===== config.mk =====
export PLATFORM = sky130hd
export DESIGN_NAME = uart_operand_loader
export DESIGN_NICKNAME = d
export VERILOG_FILES = /design/src/rtl/uart_operand_loader_pkg.sv /design/src/rtl/uart_operand_loader_ram.sv /design/src/rtl/uart_operand_loader.sv
export SDC_FILE = /design/constraint.sdc
export NUM_CORES = 1
export LEC_CHECK = 0
export CAP_MARGIN = 25
export CORE_MARGIN = 3
export CORE_UTILIZATION = 25
export DETAILED_ROUTE_END_ITERATION = 8
export REMOVE_ABC_BUFFERS = 1
export SLEW_MARGIN = 20
export SYNTH_ARGS = -nofsm -noshare
export SYNTH_HDL_FRONTEND = slang
export SYNTH_SLANG_ARGS = --single-unit

===== constraint.sdc =====
create_clock -name clk -period 4.4 [get_ports clk]
set_input_delay 1.32 -clock clk [delete_from_list [all_inputs] [get_ports clk]]
set_output_delay 1.32 -clock clk [all_outputs]
set_load 0.01 [all_outputs]

===== src/rtl/uart_operand_loader_pkg.sv =====
// Shared types and elaboration helpers for the UART operand loader.
package uart_loader_pkg;

  localparam int BYTE_W = 8;

  typedef enum logic [0:0] {
    LOAD   = 1'b0,
    STREAM = 1'b1
  } state_e;

  function automatic int calc_cnt_w(input int n);
    return (n > 1) ? $clog2(n) : 1;
  endfunction

  function automatic int calc_bpw(input int data_w);
    return data_w / BYTE_W;
  endfunction

  function automatic int calc_addr_w(input int depth);
    return calc_cnt_w(depth);
  endfunction

  function automatic int calc_ch_w(input int n_ch);
    return calc_cnt_w(n_ch);
  endfunction

endpackage


===== src/rtl/uart_operand_loader_ram.sv =====
// Simple dual-port operand buffer with registered read, shaped for block-RAM inference.
module loader_ram #(
  parameter int DATA_W = 8,
  parameter int DEPTH  = 16,
  parameter int ADDR_W = 4
) (
  input  logic              clk,
  input  logic              we_i,
  input  logic [ADDR_W-1:0] waddr_i,
  input  logic [DATA_W-1:0] wdata_i,
  input  logic              re_i,
  input  logic [ADDR_W-1:0] raddr_i,
  output logic [DATA_W-1:0] rdata_o
);

  logic [DATA_W-1:0] mem_q [DEPTH];

  always_ff @(posedge clk) begin
    if (we_i) begin
      mem_q[waddr_i] <= wdata_i;
    end
  end

  always_ff @(posedge clk) begin
    if (re_i) begin
      rdata_o <= mem_q[raddr_i];
    end
  end

endmodule


===== src/rtl/uart_operand_loader.sv =====
// Fills N_CH operand buffers from a UART byte stream, then streams all channels in
// lockstep over valid/ready; a two-slot output/skid pair keeps the stream bubble-free.
module uart_operand_loader
  import uart_loader_pkg::*;
#(
  parameter int DATA_W = 8,
  parameter int DEPTH  = 16,
  parameter int N_CH   = 2
) (
  input  logic                   clk,
  input  logic                   reset,
  input  logic [BYTE_W-1:0]      i_byte,
  input  logic                   i_byte_valid,
  input  logic                   i_clear,
  input  logic                   i_replay,
  output logic [N_CH*DATA_W-1:0] o_data,
  output logic                   o_valid,
  input  logic                   i_ready,
  output logic                   o_last,
  output logic                   o_loaded,
  output logic                   o_busy,
  output logic                   o_overrun
);

  localparam int BPW    = calc_bpw(DATA_W);
  localparam int ADDR_W = calc_addr_w(DEPTH);
  localparam int CH_W   = calc_ch_w(N_CH);
  localparam int BC_W   = calc_cnt_w(BPW);
  localparam int OUT_W  = N_CH * DATA_W;

  if ((DATA_W % BYTE_W) != 0 || DATA_W < BYTE_W) begin : g_bad_data_w
    $error("uart_operand_loader: DATA_W must be a positive multiple of 8");
  end
  if (DEPTH < 2) begin : g_bad_depth
    $error("uart_operand_loader: DEPTH must be at least 2");
  end
  if (N_CH < 1) begin : g_bad_n_ch
    $error("uart_operand_loader: N_CH must be at least 1");
  end

  state_e            state_q;
  logic [BC_W-1:0]   byte_cnt_q;
  logic [ADDR_W-1:0] word_q;
  logic [CH_W-1:0]   ch_q;
  logic [DATA_W-1:0] asm_q;
  logic [ADDR_W-1:0] fetch_ptr_q;
  logic              fetch_done_q;
  logic              ram_v_q;
  logic              ram_last_q;
  logic              skid_v_q;
  logic              skid_last_q;
  logic [OUT_W-1:0]  skid_data_q;
  logic              out_v_q;
  logic              out_last_q;
  logic [OUT_W-1:0]  out_data_q;
  logic              loaded_q;
  logic              overrun_q;

  logic              load_empty_s;
  logic              replay_s;
  logic              accept_s;
  logic              word_end_s;
  logic              final_s;
  logic              start_s;
  logic              pop_s;
  logic              end_s;
  logic              out_free_s;
  logic [1:0]        occ_s;
  logic              issue_s;
  logic [DATA_W-1:0] wdata_s;
  logic [N_CH-1:0]   we_s;
  logic [OUT_W-1:0]  rdata_s;

  // Handshake strobes, fetch credit and the assembled write word.
  always_comb begin
    load_empty_s = (byte_cnt_q == '0) && (word_q == '0) && (ch_q == '0);
    replay_s     = i_replay && !i_clear && (state_q == LOAD) && load_empty_s;
    accept_s     = i_byte_valid && !i_clear && (state_q == LOAD) && !replay_s;
    word_end_s   = accept_s && (byte_cnt_q == BC_W'(BPW - 1));
    final_s      = word_end_s && (word_q == ADDR_W'(DEPTH - 1)) && (ch_q == CH_W'(N_CH - 1));
    start_s      = final_s || replay_s;
    pop_s        = out_v_q && i_ready;
    end_s        = pop_s && out_last_q;
    out_free_s   = !out_v_q || pop_s;
    // Words held or arriving after this edge; a new read may issue only if a slot stays free.
    occ_s        = 2'(out_v_q) + 2'(skid_v_q) + 2'(ram_v_q) - 2'(pop_s);
    issue_s      = !i_clear &&
                   (start_s || ((state_q == STREAM) && !fetch_done_q && (occ_s <= 2'd1)));
    wdata_s      = asm_q;
    wdata_s[DATA_W-BYTE_W +: BYTE_W] = i_byte;
  end

  // Loader FSM, byte assembler, counters, fetch pointer and output skid.
  always_ff @(posedge clk or negedge reset) begin
    if (!reset) begin
      state_q      <= LOAD;
      byte_cnt_q   <= '0;
      word_q       <= '0;
      ch_q         <= '0;
      asm_q        <= '0;
      fetch_ptr_q  <= '0;
      fetch_done_q <= 1'b0;
      ram_v_q      <= 1'b0;
      ram_last_q   <= 1'b0;
      skid_v_q     <= 1'b0;
      skid_last_q  <= 1'b0;
      skid_data_q  <= '0;
      out_v_q      <= 1'b0;
      out_last_q   <= 1'b0;
      out_data_q   <= '0;
      loaded_q     <= 1'b0;
      overrun_q    <= 1'b0;
    end else if (i_clear) begin
      state_q      <= LOAD;
      byte_cnt_q   <= '0;
      word_q       <= '0;
      ch_q         <= '0;
      asm_q        <= '0;
      fetch_ptr_q  <= '0;
      fetch_done_q <= 1'b0;
      ram_v_q      <= 1'b0;
      ram_last_q   <= 1'b0;
      skid_v_q     <= 1'b0;
      skid_last_q  <= 1'b0;
      skid_data_q  <= '0;
      out_v_q      <= 1'b0;
      out_last_q   <= 1'b0;
      out_data_q   <= '0;
      loaded_q     <= 1'b0;
      overrun_q    <= 1'b0;
    end else begin
      loaded_q <= final_s;
      if ((state_q == STREAM) && i_byte_valid) begin
        overrun_q <= 1'b1;
      end

      if (accept_s) begin
        asm_q[BYTE_W*int'(byte_cnt_q) +: BYTE_W] <= i_byte;
        if (word_end_s) begin
          byte_cnt_q <= '0;
          if (word_q == ADDR_W'(DEPTH - 1)) begin
            word_q <= '0;
            ch_q   <= (ch_q == CH_W'(N_CH - 1)) ? '0 : ch_q + 1'b1;
          end else begin
            word_q <= word_q + 1'b1;
          end
        end else begin
          byte_cnt_q <= byte_cnt_q + 1'b1;
        end
      end

      if (start_s) begin
        state_q <= STREAM;
      end else if (end_s) begin
        state_q <= LOAD;
      end

      // The first read is issued alongside the start so word 0 lands two cycles later.
      if (end_s) begin
        fetch_ptr_q  <= '0;
        fetch_done_q <= 1'b0;
      end else if (issue_s) begin
        if (fetch_ptr_q == ADDR_W'(DEPTH - 1)) begin
          fetch_done_q <= 1'b1;
        end else begin
          fetch_ptr_q <= fetch_ptr_q + 1'b1;
        end
      end
      ram_v_q    <= issue_s;
      ram_last_q <= issue_s && (fetch_ptr_q == ADDR_W'(DEPTH - 1));

      if (out_free_s) begin
        if (skid_v_q) begin
          out_data_q  <= skid_data_q;
          out_v_q     <= 1'b1;
          out_last_q  <= skid_last_q;
          skid_v_q    <= ram_v_q;
          skid_last_q <= ram_last_q;
          if (ram_v_q) begin
            skid_data_q <= rdata_s;
          end
        end else if (ram_v_q) begin
          out_data_q <= rdata_s;
          out_v_q    <= 1'b1;
          out_last_q <= ram_last_q;
        end else begin
          out_v_q    <= 1'b0;
          out_last_q <= 1'b0;
        end
      end else if (ram_v_q) begin
        skid_data_q <= rdata_s;
        skid_v_q    <= 1'b1;
        skid_last_q <= ram_last_q;
      end
    end
  end

  for (genvar c = 0; c < N_CH; c++) begin : g_ch
    assign we_s[c] = word_end_s && (ch_q == CH_W'(c));

    loader_ram #(
      .DATA_W (DATA_W),
      .DEPTH  (DEPTH),
      .ADDR_W (ADDR_W)
    ) u_ram (
      .clk     (clk),
      .we_i    (we_s[c]),
      .waddr_i (word_q),
      .wdata_i (wdata_s),
      .re_i    (issue_s),
      .raddr_i (fetch_ptr_q),
      .rdata_o (rdata_s[c*DATA_W +: DATA_W])
    );
  end

  assign o_data    = out_data_q;
  assign o_valid   = out_v_q;
  assign o_last    = out_last_q;
  assign o_loaded  = loaded_q;
  assign o_busy    = (state_q == STREAM);
  assign o_overrun = overrun_q;

endmodule


==> impl_metrics.tcl, run 1 <==
set metrics [dict create \
    hold_class "reg -> reg" \
    finalSetupViolations 0 \
    setup_tns_ns 0 \
    grt_pass1_wl_mm 38.9 \
    hold_buffers 0 \
    leakagePower_nw 4.93 \
    viasPerCell 4.27 \
    grt_overflow 0 \
    async_reset_ff_share_pct 16.0 \
    h-tree-depth 2 \
    maxCapViolCount 0 \
    finalHoldViolCount 0 \
    synth_edf_count 272 \
    nets 746 \
    crit_type "in -> reg" \
    core-area_sq_um 50500 \
    end_kind "flip-flop" \
    gr-usage-all-layers_pct 9.33 \
    maxSlewViolCount 0 \
    period_minus_slack_ns 3.19 \
    path_clk_slew_ns 0.05 \
    slew_headroom_pct 40.1 \
    drt_iter0_drc 532 \
    drive_above_1_share_pct 21.7 \
    cts_sinks 324 \
    antenna_found_initial 1 \
    insertion_delay_ns 0.51 \
    areaGrowthSynthToFinish_pct 18.4 \
    ys.flop_type "edfxtp_1" \
    avgSynthCellArea_sq_um 19.2 \
    die_h_microns 233 \
    cts_buffer_depth 3 \
    postLayoutCoreUtil_pct 30.2 \
    grt_max_degree 50 \
    rsz0062_at_grt "false" \
    cts_resized 0 \
    finClkSkew_ns 0.0293 \
    place_congestion 0.745 \
    initial_core_util_pct 25.5 \
    powerDensity_nw_per_um2 463 \
    status "completed" \
    crit_fanout 17 \
    yosysWarnings 0 \
    synth-seq-cells 324 \
    drcViolationCount 0 \
    required_ns 4.63 \
    design.die.area_sq_um 54200 \
    io_pins 35 \
    final_antenna_net_count 0 \
    wl_per_cell_microns 17.5 \
    peakVddDrop_uv 229 \
    die_w_microns 233 \
    cts_root_buffer "clkbuf_16" \
    synthDistinctLibCells 38 \
    fmax_mhz 314 \
    antenna_cells 0 \
    worst_setup_path_start_kind "input port" \
    totalWireLength_mm 24.9 \
    netlist_area_sq_um 12900 \
    hold_slack_ns 0.472 \
    io_buffer_count 34 \
    arrival_ns 3.42 \
    finalCritPeriodShare_pct 72.5 \
    vias 6072 \
    power_mw 7.05 \
    cts_buffers 35 \
    ys_seq_area_share_pct 73.7 \
    cts_tree "built" \
    grt_pass1_vias 6289 \
    drtPass1Iterations 5 \
    row_count 82 \
    tightest_slew_ns 0.898 \
    post-cts-setup-buffers 0 \
    synthCells 669 \
    dp_hpwl_mm 16.1 \
]
==> worst paths after layout <==
check,from,to,slack [ns],cells past startpoint
worst max-delay path,i_ready,g_ch[0].u_ram.rdata_o[6],1.21,10
worst min-delay path,o_data[7],o_data[7],0.47,2
worst max register to register,word_q[0],g_ch[0].u_ram.rdata_o[6],1.68,7
worst min register to register,o_data[7],o_data[7],0.47,2
max in group asynchronous,reset,fetch_ptr_q[1],2.74,2
min in group asynchronous,reset,o_data[5],0.87,1
==> state kept, by name (all words and copies together), names as in the netlist, 4 cells and up <==
name and flops:
o_data 16, fetch_ptr_q 4, word_q 4, skid_data_q 16
g_ch.u_ram.rdata_o 16, g_ch.u_ram.mem_q 256
==> worst max-delay path: stages <==
cell and delay, ns:
clkdlybuf4s50_1 0.41, and2_1 0.17, ha_1 0.27, inv_1 0.04, ha_1 0.26, a21oi_1 0.18, mux2i_1 0.27, and3_1 0.23
nor2_1 0.05, buf_4 0.22
==> cell usage after synthesis (all sizes together), types with 2 or more instances <==
| master | n | area, sq um |
|---|---|---|
| a21oi | 9 | 45.0 |
| clkbuf | 17 | 63.8 |
| nor2 | 17 | 63.8 |
| nand2 | 48 | 183 |
| o21ai | 18 | 90.1 |
| nand2b | 20 | 125 |
| inv | 6 | 22.5 |
| nand4 | 2 | 12.5 |
| nand3 | 7 | 40.0 |
| mux2i | 21 | 210 |
| nor3b | 3 | 27.5 |
| nor4b | 2 | 32.5 |
| o31ai | 16 | 120 |
| ha | 7 | 87.6 |
| and2 | 27 | 169 |
| nor3 | 3 | 15.0 |
| dfrtp | 52 | 1300 |
| and3 | 10 | 62.6 |
| buf | 18 | 98.9 |
| nor2b | 2 | 12.5 |
| mux4 | 80 | 1800 |
| o21a | 2 | 15.0 |
| xor2 | 2 | 17.5 |
| edfxtp | 272 | 8170 |
==> cell type report <==
type                    count  area (sq um)
flip-flops and latches    324          9470
clock inverters            20           246
repair buffers             54           505
inverters                   6          22.5
clock buffers              43           927
well taps                 672           841
multi-input cells         304          3200
fillers                  4925         35300
==> stage by stage <==
stage	setup WS, ns	area (sq um)	std cells
detailed placement	0.719	14000	1360
finish	1.21	15200	1423
floorplan	0.409	12700	634
global placement	0.676	14000	1360
CTS	1.23	15200	1423
global route	1.06	15200	1423
==> cell usage in the layout (no fill, tap or decap), types with 5 or more instances in the layout <==
cell type        netlist  layout
nor2_1                17      15
mux4_2                80      80
dfrtp_1               52      50
buf_4                  5      18
and2_1                27      27
clkdlybuf4s50_1        0      32
o31ai_1               16      16
ha_1                   7       7
inv_1                  6       6
o21ai_0               18      18
clkinv_1               0       5
clkbuf_1              17       7
bufinv_16              0       5
a21oi_1                9       9
clkbuf_16              0      36
and3_1                10      10
edfxtp_1             272     272
mux2i_1               21      21
nand2b_1              20      20
nand3_1                6       6
nand2_1               47      47
clkinv_2               0       5
==> report_power, final <==
group | switching (mW) | internal (mW) | total [mW]
clock network | 1.14 | 1.81 | 2.95
registers | 0.0860 | 3.40 | 3.48
logic | 0.288 | 0.330 | 0.618
total | 1.51 | 5.53 | 7.05
==> layer usage <==
layer	wire (microns)	vias up	global-route usage (%)	share of wire, %
li1	-	2764	-	-
met1	11300	3129	12.9	45
met2	11900	147	14.9	48
met3	1320	30	2.19	5.3
met4	348	2	2.29	1.4
met5	13	-	0	0.052
==> logic make-up after synthesis <==
| kind of cell | after synthesis | share of synthesized area (%) |
|---|---|---|
| flops | 324 | 73.7 |
| mux | 101 | 15.7 |
| fa+ha+maj | 7 | 0.681 |
| xor+xnor | 2 | 0.136 |
| compound gates | 49 | 2.39 |
| simple gates | 145 | 6.03 |
| buf+inv | 41 | 1.44 |
(Power assumes the default switching activity.)
==> run 2, diff against run 1 <==
- clock period: 4.4 -> 3.15 ns (I/O delays scaled with it)
==> run 2 against run 1 <==
  * Clock skew is 0.0016 ns higher
  * Combinational power is 48% higher
  * Via count is 2.2% higher
  * Flip-flop and latch count stayed put
  * Die area stayed put
  * Sequential power is 40% higher
==> impl_metrics.tcl, run 2 (synthesized netlist as in run 1, its figures left out) <==
set metrics [dict create \
    drcViolationCount 0 \
    dpl_worst_slack_ns -0.169 \
    cts_tree "built" \
    grt_overflow 0 \
    finClkSkew_ns 0.0309 \
    post-cts-setup-buffers 0 \
    io_pins 35 \
    grt_pass1_vias 6516 \
    finalHoldViolCount 0 \
    fmax_mhz 352 \
    cp_num_cells 11 \
    antenna_cells 0 \
    critPathBufInv 3 \
    arrival_ns 3.24 \
    gr-usage-all-layers_pct 9.54 \
    viasPerCell 4.25 \
    path_clk_slew_ns 0.06 \
    cts_buffers 34 \
    cts_resized 0 \
    drive_above_1_share_pct 25.5 \
    totalWireLength_mm 25.3 \
    insertion_delay_ns 0.51 \
    drt_iter0_drc 524 \
    tightest_slew_ns 0.800 \
    finalSetupViolations 0 \
    slew_headroom_pct 46.6 \
    powerDensity_nw_per_um2 615 \
    nets 785 \
    multi_input_area_sq_um 3200 \
    end_kind "flip-flop" \
    drtPass1Iterations 5 \
    ff2ff_setup_slack_ns 0.51 \
    areaGrowthSynthToFinish_pct 22.1 \
    core-area_sq_um 50500 \
    wl_per_cell_microns 17.3 \
    worst_setup_path_start_kind "input port" \
    layout_setup_ws_ns 0.306 \
    grt_pass1_wl_mm 40.0 \
    regMostFlops "g_ch.u_ram.mem_q" \
    place_congestion 0.736 \
    crit_slowest_cell "clkdlybuf4s50_1" \
    place_area_sq_um 14600 \
    io_buffer_count 34 \
    peakVddDrop_uv 436 \
    design.die.area_sq_um 54200 \
    dp_hpwl_mm 16.5 \
    cts_root_buffer "clkbuf_16" \
    reg2regPathDepth 3 \
    crit_fanout 5 \
    rr_endpoint "g_ch[1].u_ram.rdata_o[6]" \
    leakagePower_nw 5.16 \
    die_h_microns 233 \
    maxCapViolCount 0 \
    row_count 82 \
    antenna_found_initial 1 \
    final_cell_mix "edfxtp_1, mux4_2, dfrtp_1" \
    status "completed" \
    hold_buffers 0 \
    required_ns 3.54 \
    reg2reg_from "fetch_ptr_q[0]" \
    crit_type "in -> reg" \
    slowest_delay_ns 0.43 \
    largest_reg_flops 256 \
    path_delay_family "buffers and inverters" \
    die_w_microns 233 \
    cts_sinks 324 \
    vias 6206 \
    period_minus_slack_ns 2.84 \
    crit_chain "clkdlybuf4s50_1 -> and2_1 -> ha_1 -> inv_1 -> ha_1 -> a21oi_1 -> mux2i_1 -> buf_4 -> a31oi_2 -> xor2_1 -> and2_1" \
    regArea_sq_um 9470 \
    final_common_cell "edfxtp_1" \
    cts_buffer_depth 3 \
    rsz0062_at_grt "false" \
    initial_core_util_pct 25.5 \
    nFillCells 4916 \
    crit_path_start "i_ready" \
    h-tree-depth 2 \
    hold_class "in -> async" \
    grt_max_degree 68 \
    finalCritPeriodShare_pct 90.3 \
    finalInstanceArea_sq_um 15700 \
    crit_path_end "fetch_ptr_q[0]" \
    maxSlewViolCount 0 \
    final_antenna_net_count 0 \
]
[run 2: changes by cell type in the layout (fill, tap and decap cells not counted), sizes merged]
cell      before  now
buf           22   62
bufinv         5    4
clkbuf        43   41
clkinv        12   13
clkinvlp       1    0
[run 2: worst min-delay path by stage]
stage,startpoint,end,slack [ns]
after global routing,reset,o_data[3],0.32
final,reset,o_data[3],0.32
after floorplan,skid_data_q[0],skid_data_q[0],0.45
after global placement,skid_data_q[0],skid_data_q[0],0.46
after detailed placement,o_data[13],o_data[13],0.46
after CTS,reset,o_data[3],0.31
[run 2: per-layer routing]
layer	track usage, %	wire (microns)
met4	2.54	453
met1	13.6	11700
met3	1.81	1330
met2	14.9	11800
met5	0	0
[run 2: power by group]
group          switching [mW]  leakage (nW)  internal [mW]
clock network            1.55         0.537           2.32
logic                   0.426          1.49          0.489
registers               0.111          3.14           4.75
total                    2.09          5.16           7.56
[run 2: through the flow]
| stage | total power [mW] | instances | utilization, % | hold WS (ns) | TNS, ns |
|---|---|---|---|---|---|
| 2_1_floorplan | 5.49 | 634 | - | 0.450 | -17.15 |
| 3_3_place_gp | 5.87 | 1399 | 28.9 | 0.462 | -2.70 |
| 3_5_place_dp | 5.89 | 1400 | 28.9 | 0.465 | -4.03 |
| 4_1_cts | 9.80 | 1460 | 31.1 | 0.310 | 0 |
| 5_1_grt | 10.0 | 1460 | 31.1 | 0.320 | 0 |
| 6_report | 9.65 | 1460 | 31.1 | 0.320 | 0 |
[run 2: layout make-up]
cell class / count / area share, %
Sequential cell: 324 / 60.4
Tap cell: 672 / 5.36
Timing Repair Buffer: 94 / 6.78
Multi-Input combinational cell: 304 / 20.4
Clock inverter: 19 / 1.33
Inverter: 6 / 0.144
Clock buffer: 41 / 5.59
==> run 3, diff against run 2 <==
- CAP_MARGIN: 25 -> 30
- SLEW_MARGIN: 20 -> not set
==> run 3 against run 2 <==
  * Worst hold slack did not move
  * Cell area did not move
  * Maximum frequency did not move
  * First-iteration DRC count did not move
  * Die area did not move
  * Flip-flop and latch count did not move
  * Register-to-register slack barely moved
  * Critical path depth did not move
  * Combinational power barely moved
  * Critical endpoint unchanged
==> impl_metrics.tcl, run 3 (synthesized netlist as in run 1, its figures left out) <==
set metrics [dict create \
    status "completed" \
    setup_tns_ns 0 \
    areaGrowthSynthToFinish_pct 22.1 \
    drt_iter0_drc 524 \
    crit_type "in -> reg" \
    period_minus_slack_ns 2.84 \
    hold_buffers 0 \
    crit_path_start "i_ready" \
    grt_pass1_vias 6516 \
    viasPerCell 4.25 \
    die_h_microns 233 \
    arrival_ns 3.24 \
    finClkSkew_ns 0.0309 \
    io_pins 35 \
    regMostFlops "g_ch.u_ram.mem_q" \
    gr-usage-all-layers_pct 9.54 \
    finalCritPeriodShare_pct 90.3 \
    cts_root_buffer "clkbuf_16" \
    finalSetupViolations 0 \
    grt_max_degree 68 \
    insertion_delay_ns 0.51 \
    leakagePower_nw 5.16 \
    post-cts-setup-buffers 0 \
    antenna_cells 0 \
    io_buffer_count 34 \
    largest_reg_flops 256 \
    crit_fanout 5 \
    dp_hpwl_mm 16.5 \
    place_congestion 0.736 \
    final_cell_mix "edfxtp_1, mux4_2, dfrtp_1" \
    reg2regPathDepth 3 \
    cts_buffers 34 \
    cts_resized 0 \
    vias 6206 \
    initial_core_util_pct 25.5 \
    final_common_cell "edfxtp_1" \
    place_area_sq_um 14600 \
    finalInstanceArea_sq_um 15700 \
    hold_slack_ns 0.320 \
    hold_class "in -> async" \
    cts_sinks 324 \
    worst_setup_path_start_kind "input port" \
    fmax_mhz 352 \
    rr_endpoint "g_ch[1].u_ram.rdata_o[6]" \
    grt_pass1_wl_mm 40.0 \
    design.die.area_sq_um 54200 \
    cts_buffer_depth 3 \
    rsz0062_at_grt "false" \
    powerDensity_nw_per_um2 615 \
    final_antenna_net_count 0 \
    cts_tree "built" \
    grt_overflow 0 \
    path_clk_slew_ns 0.06 \
    end_kind "flip-flop" \
    drive_above_1_share_pct 25.5 \
    antenna_found_initial 1 \
    die_w_microns 233 \
    core-area_sq_um 50500 \
    row_count 82 \
    tightest_slew_ns 0.800 \
    reg2reg_from "fetch_ptr_q[0]" \
    drtPass1Iterations 5 \
    maxCapViolCount 0 \
    nets 785 \
    ff2ff_setup_slack_ns 0.51 \
    h-tree-depth 2 \
    finalHoldViolCount 0 \
    totalWireLength_mm 25.3 \
    maxSlewViolCount 0 \
    wl_per_cell_microns 17.3 \
    slew_headroom_pct 46.6 \
    peakVddDrop_uv 436 \
    drcViolationCount 0 \
    required_ns 3.54 \
]
==> run 3: cell counts in the layout (fill, tap and decap cells not counted) <==
No cell type changed its count.
==> run 3: final cells by class <==
| class | instances | area [sq um] |
|---|---|---|
| Inverter | 6 | 22.5 |
| Tap cell | 672 | 841 |
| Fill cell | 4916 | 34800 |
| Clock inverter | 19 | 209 |
| Clock buffer | 41 | 877 |
| Sequential cell | 324 | 9470 |
| Timing Repair Buffer | 94 | 1060 |
| Multi-Input combinational cell | 304 | 3200 |
==> run 3: worst max path at each step <==
stage | slack [ns] | end | depth (start not counted)
after floorplan | -0.84 | g_ch[0].u_ram.rdata_o[0] | 2
after global placement | -0.14 | fetch_ptr_q[0] | 11
after detailed placement | -0.17 | fetch_ptr_q[0] | 11
after CTS | 0.35 | fetch_ptr_q[0] | 11
after global routing | 0.22 | fetch_ptr_q[0] | 11
final | 0.31 | fetch_ptr_q[0] | 11
==> run 3: metrics by stage <==
stage	utilization, %	power, mW	worst slack, ns	std cells
6_report	31.1	9.65	0.306	1460
2_1_floorplan	-	5.49	-0.841	634
3_3_place_gp	28.9	5.87	-0.145	1399
3_5_place_dp	28.9	5.89	-0.169	1400
5_1_grt	31.1	10.0	0.218	1460
4_1_cts	31.1	9.80	0.351	1460
==> run 3: critical path: stages <==
cell and delay [ns]:
clkdlybuf4s50_1 0.43, and2_1 0.18, ha_1 0.27, inv_1 0.04, ha_1 0.27, a21oi_1 0.17, mux2i_1 0.30, buf_4 0.16
a31oi_2 0.14, xor2_1 0.17, and2_1 0.18
==> run 3: report_power, final <==
part	internal, mW	switching [mW]	total, mW
combinational	0.489	0.426	0.915
clock	2.32	1.55	3.87
sequential	4.75	0.111	4.86
==> run 3: layer usage <==
| layer | GRT usage, % | wire length [microns] | vias to the layer above |
|---|---|---|---|
| met2 | 14.9 | 11800 | 152 |
| met5 | 0 | 0 | - |
| li1 | - | - | 2843 |
| met4 | 2.54 | 453 | 0 |
| met3 | 1.81 | 1330 | 34 |
| met1 | 13.6 | 11700 | 3177 |
